===== config.mk =====
export PLATFORM = sky130hd
export DESIGN_NAME = mult_arbiter
export DESIGN_NICKNAME = d
export VERILOG_FILES = /design/src/rtl/mult_pkg.sv /design/src/rtl/mult_arbiter_rr_pick.sv /design/src/rtl/mult_arbiter.sv
export SDC_FILE = /design/constraint.sdc
export NUM_CORES = 1
export LEC_CHECK = 0
export CORE_AREA = 3 3 76 71
export CTS_BUF_LIST = sky130_fd_sc_hd__clkbuf_8
export DETAILED_ROUTE_END_ITERATION = 16
export DIE_AREA = 0 0 79 74
export PLACE_DENSITY = 0.81
export SYNTH_ARGS = -nofsm -noshare
export SYNTH_HDL_FRONTEND = slang
export SYNTH_SLANG_ARGS = --single-unit

===== constraint.sdc =====
create_clock -name clk_in -period 4.5 [get_ports clk_in]
set_input_delay 1.35 -clock clk_in [delete_from_list [all_inputs] [get_ports clk_in]]
set_output_delay 1.35 -clock clk_in [all_outputs]
set_load 0.005 [all_outputs]

===== src/rtl/mult_pkg.sv =====
// Shared types and default sizing for the multiplier arbiter slice.
package mult_pkg;

  typedef enum logic [1:0] {
    IDLE  = 2'd0,
    ISSUE = 2'd1,
    WAIT  = 2'd2,
    RESP  = 2'd3
  } arb_state_t;

  localparam int DEF_NUM_REQ = 4;
  localparam int DEF_WIDTH   = 4;
  localparam int DEF_TIMEOUT = 16;

endpackage


===== src/rtl/mult_arbiter_rr_pick.sv =====
// Combinational round-robin picker: first set request bit at or after the
// pointer, wrapping, returned as a one-hot grant plus its index.
module rr_pick #(
  parameter int NUM_REQ = 4,
  parameter int IDW     = 2
) (
  input  logic [NUM_REQ-1:0] i_req,
  input  logic [IDW-1:0]     i_ptr,
  output logic [NUM_REQ-1:0] o_grant,
  output logic [IDW-1:0]     o_idx
);

  logic           w_found;
  logic [IDW-1:0] w_cand;

  always_comb begin
    o_grant = '0;
    o_idx   = '0;
    w_found = 1'b0;
    w_cand  = '0;
    for (int k = 0; k < NUM_REQ; k++) begin
      w_cand = IDW'((int'(i_ptr) + k) % NUM_REQ);
      if (!w_found && i_req[w_cand]) begin
        o_grant[w_cand] = 1'b1;
        o_idx           = w_cand;
        w_found         = 1'b1;
      end
    end
  end

endmodule


===== src/rtl/mult_arbiter.sv =====
// Shares one sequential multiplier engine among NUM_REQ requesters with
// round-robin arbitration, a completion watchdog and a held, acknowledged response.
module mult_arbiter
  import mult_pkg::*;
#(
  parameter int NUM_REQ = DEF_NUM_REQ,
  parameter int WIDTH   = DEF_WIDTH,
  parameter int TIMEOUT = DEF_TIMEOUT
) (
  input  logic                       clk_in,
  input  logic                       rst_in,
  input  logic [NUM_REQ-1:0]         req_valid,
  input  logic [NUM_REQ*WIDTH-1:0]   req_x,
  input  logic [NUM_REQ*WIDTH-1:0]   req_y,
  output logic [NUM_REQ-1:0]         req_ready,
  output logic                       resp_valid,
  output logic [$clog2(NUM_REQ)-1:0] resp_id,
  output logic [2*WIDTH-1:0]         resp_product,
  output logic                       resp_err,
  input  logic                       resp_ack,
  output logic                       eng_start,
  output logic [WIDTH-1:0]           eng_x,
  output logic [WIDTH-1:0]           eng_y,
  input  logic                       eng_ready,
  input  logic [2*WIDTH-1:0]         eng_product
);

  localparam int IDW = $clog2(NUM_REQ);
  localparam int CW  = $clog2(TIMEOUT) + 1;

  arb_state_t         r_state;
  arb_state_t         w_nextState;
  logic [IDW-1:0]     r_ptr;
  logic [IDW-1:0]     r_id;
  logic [CW-1:0]      r_cnt;
  logic [WIDTH-1:0]   r_x;
  logic [WIDTH-1:0]   r_y;
  logic [2*WIDTH-1:0] r_prod;
  logic               r_err;

  logic [NUM_REQ-1:0] w_grant;
  logic [IDW-1:0]     w_gidx;
  logic [CW-1:0]      w_cntNext;
  logic               w_timeout;
  logic               w_accept;

  rr_pick #(
    .NUM_REQ (NUM_REQ),
    .IDW     (IDW)
  ) u_pick (
    .i_req   (req_valid),
    .i_ptr   (r_ptr),
    .o_grant (w_grant),
    .o_idx   (w_gidx)
  );

  // Watchdog compares the post-increment count so the error response lands
  // TIMEOUT cycles after the start pulse.
  assign w_cntNext = r_cnt + CW'(1);
  assign w_timeout = (w_cntNext == CW'(TIMEOUT - 1));
  assign w_accept  = (r_state == IDLE) && rst_in && (|req_valid);

  always_ff @(posedge clk_in or negedge rst_in) begin
    if (!rst_in) begin
      r_state <= IDLE;
      r_ptr   <= '0;
      r_id    <= '0;
      r_cnt   <= '0;
      r_x     <= '0;
      r_y     <= '0;
      r_prod  <= '0;
      r_err   <= 1'b0;
    end else begin
      r_state <= w_nextState;
      case (r_state)
        IDLE: begin
          if (w_accept) begin
            r_id <= w_gidx;
            for (int i = 0; i < NUM_REQ; i++) begin
              if (w_grant[i]) begin
                r_x <= req_x[i*WIDTH +: WIDTH];
                r_y <= req_y[i*WIDTH +: WIDTH];
              end
            end
          end
        end
        ISSUE: r_cnt <= '0;
        WAIT: begin
          r_cnt <= w_cntNext;
          if (eng_ready) begin
            r_prod <= eng_product;
            r_err  <= 1'b0;
          end else if (w_timeout) begin
            r_prod <= '0;
            r_err  <= 1'b1;
          end
        end
        RESP: begin
          if (resp_ack) begin
            r_ptr <= (r_id == IDW'(NUM_REQ - 1)) ? '0 : r_id + IDW'(1);
          end
        end
        default: r_state <= IDLE;
      endcase
    end
  end

  always_comb begin
    w_nextState  = r_state;
    req_ready    = '0;
    eng_start    = 1'b0;
    eng_x        = '0;
    eng_y        = '0;
    resp_valid   = 1'b0;
    resp_id      = '0;
    resp_product = '0;
    resp_err     = 1'b0;
    case (r_state)
      IDLE: begin
        if (w_accept) begin
          req_ready   = w_grant;
          w_nextState = ISSUE;
        end
      end
      ISSUE: begin
        eng_start   = 1'b1;
        eng_x       = r_x;
        eng_y       = r_y;
        w_nextState = WAIT;
      end
      WAIT: begin
        eng_x = r_x;
        eng_y = r_y;
        if (eng_ready || w_timeout) begin
          w_nextState = RESP;
        end
      end
      RESP: begin
        eng_x        = r_x;
        eng_y        = r_y;
        resp_valid   = 1'b1;
        resp_id      = r_id;
        resp_product = r_prod;
        resp_err     = r_err;
        if (resp_ack) begin
          w_nextState = IDLE;
        end
      end
      default: w_nextState = IDLE;
    endcase
  end

endmodule


# Word-level counts from Yosys, hierarchy flattened
# Index checks and enable logic that the tools add are counted.
[totals]
register_bits = 28
input_bits = 48
output_inout_bits = 25
[op_classes]
add_sub_neg = 5
n_lt_le_gt_ge = 8
n_eq_ne = 8
mux = 54
n_bitwise = 3
reduce_logical = 24
[ops]
columns = ["operator", "n"]
rows = [
  ["4-bit 2-to-1 mux", 16],
  ["8-bit 2-to-1 mux", 3],
  ["2-bit 2-to-1 mux", 9],
  ["1-bit 2-to-1 mux", 16],
  ["2-bit by 3-bit < comparator with 1-bit output (second input constant)", 4],
  ["4-bit bitwise OR", 3],
  ["5-bit case mux with 2 select lines", 1],
  ["1-bit logical AND", 9],
  ["1-bit binary-select mux with 2-bit select", 4],
  ["1-bit demux with 2-bit select", 4],
  ["2-bit by 1-bit >= comparator with 1-bit output (second input constant)", 4],
  ["2-bit case mux with 4 select lines", 1],
  ["2-bit == test (second input constant)", 3],
  ["2-bit inequality test (second input constant)", 3],
  ["2-bit AND reduction", 3],
  ["3-bit AND reduction", 2],
  ["5-bit by 1-bit adder with 5-bit output (second input constant)", 1],
  ["5-bit by 4-bit == test with 1-bit output (second input constant)", 1],
  ["2-bit by 1-bit adder with 2-bit output (second input constant)", 2],
  ["2-bit adder (second input constant)", 2],
  ["2-bit nonzero test", 2],
  ["4-bit nonzero test", 1],
  ["4-bit OR reduction", 1],
  ["1-bit logical NOT", 3],
  ["4 further kinds", 4],
]

# Depth between registers and ports, before layout
[depth]
ltp_word = 16
ltp_mapped = 11
ltp_nobuf = 8

# By module
# A second synthesis with hierarchy kept.
[unflattened]
cells_unflattened = 214
hier_area_um2 = 2209.6
[modules_own_cells]
columns = ["module", "n_inst", "cells_each", "area_per_inst_um2"]
rows = [
  ["mult_arbiter", 1, 166, 1770.4],
  ["rr_pick", 1, 48, 439.2],
]

# Worst setup path after synthesis
# Ideal clock, no wire load.
[synth_timing]
path_kind = "input -> output"
startpoint = "input port req_valid[0]"
endpoint = "output port req_ready[3]"
arrival_time_ns = 2.738
required_ns = 3.150
slack_ns = 0.412
cell_stages = 6
path_buffers = 1
path_cell_list = "or3b_1 -> a2111o_1 -> nand2_1 -> a221oi_1 -> buf_2 -> nor2_1"
[synth_between]
elab_chain_len = 14
word_cells_on_any_way = 28
cone_classes = "17 x mux; 3 x bitwise; 8 x reduce/logical"
[synth_lines]
columns = ["element", "line", "text"]
rows = [
  ["start, declared", "mult_arbiter.sv:12", "input logic [NUM_REQ-1:0] req_valid,"],
  ["1-bit binary-select mux with 2-bit select", "mult_arbiter_rr_pick.sv:23", "if (!w_found && i_req[w_cand]) begin"],
  ["1-bit 2-to-1 mux (not written as such)", "mult_arbiter_rr_pick.sv:23", ""],
  ["1-bit 2-to-1 mux", "mult_arbiter_rr_pick.sv:23", ""],
  ["1-bit logical NOT", "mult_arbiter_rr_pick.sv:23", ""],
  ["1-bit logical AND", "mult_arbiter_rr_pick.sv:23", ""],
  ["1-bit 2-to-1 mux", "mult_arbiter_rr_pick.sv:23", ""],
  ["1-bit logical NOT", "mult_arbiter_rr_pick.sv:23", ""],
  ["1-bit logical AND", "mult_arbiter_rr_pick.sv:23", ""],
  ["1-bit 2-to-1 mux", "mult_arbiter_rr_pick.sv:23", ""],
  ["1-bit logical NOT", "mult_arbiter_rr_pick.sv:23", ""],
  ["1-bit logical AND", "mult_arbiter_rr_pick.sv:23", ""],
  ["4-bit 2-to-1 mux", "mult_arbiter_rr_pick.sv:23", ""],
  ["4-bit 2-to-1 mux *", "mult_arbiter.sv:120", "if (w_accept) begin"],
  ["4-bit 2-to-1 mux *", "mult_arbiter.sv:118", "case (r_state)"],
  ["end, declared", "mult_arbiter.sv:15", "output logic [NUM_REQ-1:0] req_ready,"],
]
# Every way passes the cells marked *; elsewhere a longest branch is shown, timed or not. The select of a mux whose other input is x is not followed.

# Worst setup path after layout
[layout_timing]
startpoint = "input port req_valid[1]"
endpoint = "output port req_ready[2]"
# The elaborated chain is that of the path after synthesis.

==> key figures <==
Status
  • Status: finished with violations
  • Violated checks: negative setup slack

Clock tree
  • Num CTS Buffers: 3
  • CTS root buffer: clkbuf_8
  • Hold buffers post-CTS: 0
  • Deepest clock path buffer count: 2
  • H-tree depth: 1
  • Clock Sinks: 28
  • Clock tree from TritonCTS: done
  • Clk_lat worst skew: 0.28 ns
  • Clock slew seen by the registers of the worst setup and hold paths: 0.10 ns

Timing
  • Final period utilization: 1.00
  • RSZ-0062 raised after global routing: true
  • Setup WS post-layout: -0.00764 ns
  • Fmax: 222 MHz
  • Worst-case clock skew: 0.00267 ns
  • Final hold violation count: 0
  • Worst-Margin Slew: 0.639 ns
  • Rel. slew slack: 0.571
  • Fin crit period: 4.51 ns
  • Slew Viols, Final: 0
  • # setup viols final: 1

Power
  • Psw: 0.000852 W
  • Pint: 0.00122 W
  • Switching share of total power: 0.410
  • Combinational power share: 0.700
  • Pwr dens: 619 nW/um^2
  • Sequential Power Share: 0.202
  • Max VDD drop: 419 uV
  • Leak: 1.51 nW
  • Clk pwr share: 0.098

Critical path
  • Critical path peak fanout: 6
  • CP Class: in -> out
  • Crit start category: input pin
  • WP data required: 3.15 ns
  • CP Capture Type: output pin
  • Worst EP arrival: 3.16 ns

Yosys
  • Top FF cell, synth: dfrtp_1
  • Synthesized net count: 301
  • Post-synth EDFFs: 0
  • Register area share after synthesis: 0.314
  • Netlist cell types: 46
  • Synthesis warning total: 0
  • Cells after synthesis: 241
  • FF+latch count, synth: 28
  • Netlist Area Pre-Place: 2230 um^2
  • Post-synthesis average cell area: 9.26 um^2
  • Ys async rst share: 1.00

Placed design
  • Post-DP HPWL: 4920 um
  • Pre-CTS setup slack: -0.530 ns
  • Count of input and output buffers: 72
  • GP Congestion: 0.834

Finish
  • Ant diodes: 0
  • Layout cell share with drive strength beyond 1: 0.192
  • P&R area growth vs syn: 50.4%
  • Layout Nets: 404
  • Core Util, Final: 0.707

Route
  • Drt drc: 0
  • Total number of vias: 2314
  • DR WL/cell: 16.7 um
  • Final wirelength: 6820 um
  • Via density: 5.67
  • Initial DRC count: 189
  • ANT nets after route: 0
  • Pre-antenna DRT Iters: 4

Global routing
  • Initial antenna violation count: 0
  • Vias in the first global route: 2330
  • GRT busiest layer: met2
  • First-pass GRT wire length: 11100 um
  • Global route overflow: 0
  • M1 GR Usage: 0.300
  • Global routing usage on met3: 0.0484
  • Met2 GRT Util: 0.416
  • Total track usage: 0.237
  • Largest net degree at the start of global routing: 29

Job
  • Number of max-cap violations: 0

Floorplanning
  • Die Height: 74 um
  • # IOs: 73
  • Die area: 5850 um^2
  • # rows: 24
  • Initial Utilization: 0.470
  • Area of the core: 4740 um^2
  • Die W: 79 um

Min path
  • Worst Hold Class: reg -> reg
[synthesized netlist by cell type, drive strengths merged, types with 2 or more instances]
| cell | count | area, um^2 |
|---|---|---|
| a211oi | 2 | 15.0 |
| a21boi | 2 | 37.5 |
| a21oi | 12 | 60.1 |
| a221oi | 3 | 26.3 |
| a22o | 11 | 96.3 |
| a32oi | 8 | 70.1 |
| and2 | 14 | 87.6 |
| and3 | 2 | 12.5 |
| and4 | 9 | 78.8 |
| buf | 6 | 47.5 |
| clkbuf | 6 | 22.5 |
| dfrtp | 28 | 701 |
| ha | 12 | 150 |
| inv | 29 | 109 |
| mux2 | 3 | 33.8 |
| mux2i | 3 | 30.0 |
| mux4 | 3 | 67.6 |
| nand2 | 6 | 22.5 |
| nand3 | 6 | 30.0 |
| nand3b | 2 | 15.0 |
| nor2 | 16 | 60.1 |
| nor2b | 6 | 37.5 |
| nor3 | 3 | 20.0 |
| nor3b | 3 | 22.5 |
| o21ai | 5 | 25.0 |
| o22ai | 2 | 12.5 |
| o311ai | 8 | 70.1 |
| o31a | 8 | 70.1 |
| o31ai | 10 | 75.1 |
[layout make-up]
cell class | instances | area [um^2]
multi-input combinational | 172 | 1400
fill | 368 | 1390
timing repair buffer | 110 | 998
sequential | 28 | 701
inverter | 29 | 109
tap | 65 | 81.3
clock buffer | 3 | 41.3
clock inverter | 1 | 30.0
[power groups by stage]
stage                     registers, W  clock network (W)  logic, W
after floorplan               0.000410                  0  0.000815
after global placement        0.000417                  0   0.00126
after detailed placement      0.000423                  0   0.00129
after CTS                     0.000418           0.000204   0.00140
after global routing          0.000431           0.000219   0.00159
final                         0.000420           0.000203   0.00145
[through the flow]
step	TNS, ns	total power [W]	std cells	hold slack [ns]	instance area [um^2]
finish	-0.00764	0.00208	408	0.511	3360
global route	-0.0871	0.00224	408	0.523	3360
CTS	0	0.00203	406	0.514	3340
detailed placement	-2.01	0.00171	390	0.485	3140
global placement	-1.76	0.00168	390	0.482	3140
floorplan	0	0.00123	241	0.465	2230
[critical path, stage by stage]
cell and delay (ns):
dlygate4sd2_1 0.25, buf_6 0.13, mux4_2 0.51, buf_4 0.17, nor2b_4 0.13, a22o_1 0.18, nor3_2 0.06, nor2_1 0.12
dlygate4sd2_1 0.26
[layout by cell type (no fill, tap or decap), types with 2 or more instances in the layout]
cell / netlist / routed
a211oi_1: 2 / 2
a21boi_4: 2 / 2
a21oi_1: 12 / 12
a221oi_2: 0 / 2
a22o_1: 11 / 11
a32oi_1: 8 / 8
and2_1: 14 / 12
and2_4: 0 / 2
and4_1: 9 / 9
buf_4: 0 / 35
buf_6: 3 / 3
clkbuf_2: 0 / 2
clkbuf_8: 0 / 3
clkdlybuf4s50_1: 0 / 64
dfrtp_1: 28 / 28
dlygate4sd2_1: 0 / 4
ha_1: 12 / 12
inv_1: 29 / 29
mux2_2: 3 / 3
mux2i_1: 3 / 3
mux4_2: 3 / 3
nand2_1: 6 / 5
nand3_1: 6 / 6
nand3b_1: 2 / 2
nor2_1: 16 / 16
nor2b_1: 6 / 5
nor3b_1: 3 / 3
o21ai_0: 4 / 4
o22ai_1: 2 / 2
o311ai_1: 8 / 8
o31a_1: 8 / 8
o31ai_1: 10 / 10
[kinds of logic after synthesis]
family                     synth area share
buffers and inverters                0.0802
DFF                                   0.314
AOI/OAI and AO/OA                     0.282
muxes                                0.0589
adders and majority gates            0.0673
xor gates and xnor gates            0.00785
and+or+nand+nor                       0.190
[sequential cells by signal, indices dropped and copies added, names as in the netlist]
signal   cells
r_prod       8
r_cnt        5
r_x          4
r_y          4
r_id         2
r_ptr        2
r_state      2
r_err        1
[path summary, 6_finish.rpt]
path                         startpoint  cells after the start            to  slack [ns]
max                        req_valid[1]                      9  req_ready[2]      -0.008
min in group asynchronous        rst_in                      2        r_x[1]        1.51
min reg2reg                   r_prod[5]                      1     r_prod[5]        0.51
min                           r_prod[5]                      1     r_prod[5]        0.51
max in group asynchronous        rst_in                      2     r_prod[7]        2.73
max reg2reg                    r_ptr[1]                     15        r_x[1]        1.28
[what timing repair did]
action                                  4_1_cts  5_1_grt
endpoints found under the setup margin        4        4
gates resized for setup                      24        7
pin swaps                                     3        2
setup buffers                                12        2
[layer usage]
metal  wire (um)  vias to the layer above
met5           0                        -
met4         165                        0
met3         372                       18
met2        3380                       81
met1        2900                     1107
li1            -                     1108
(Power assumes the default switching activity.)
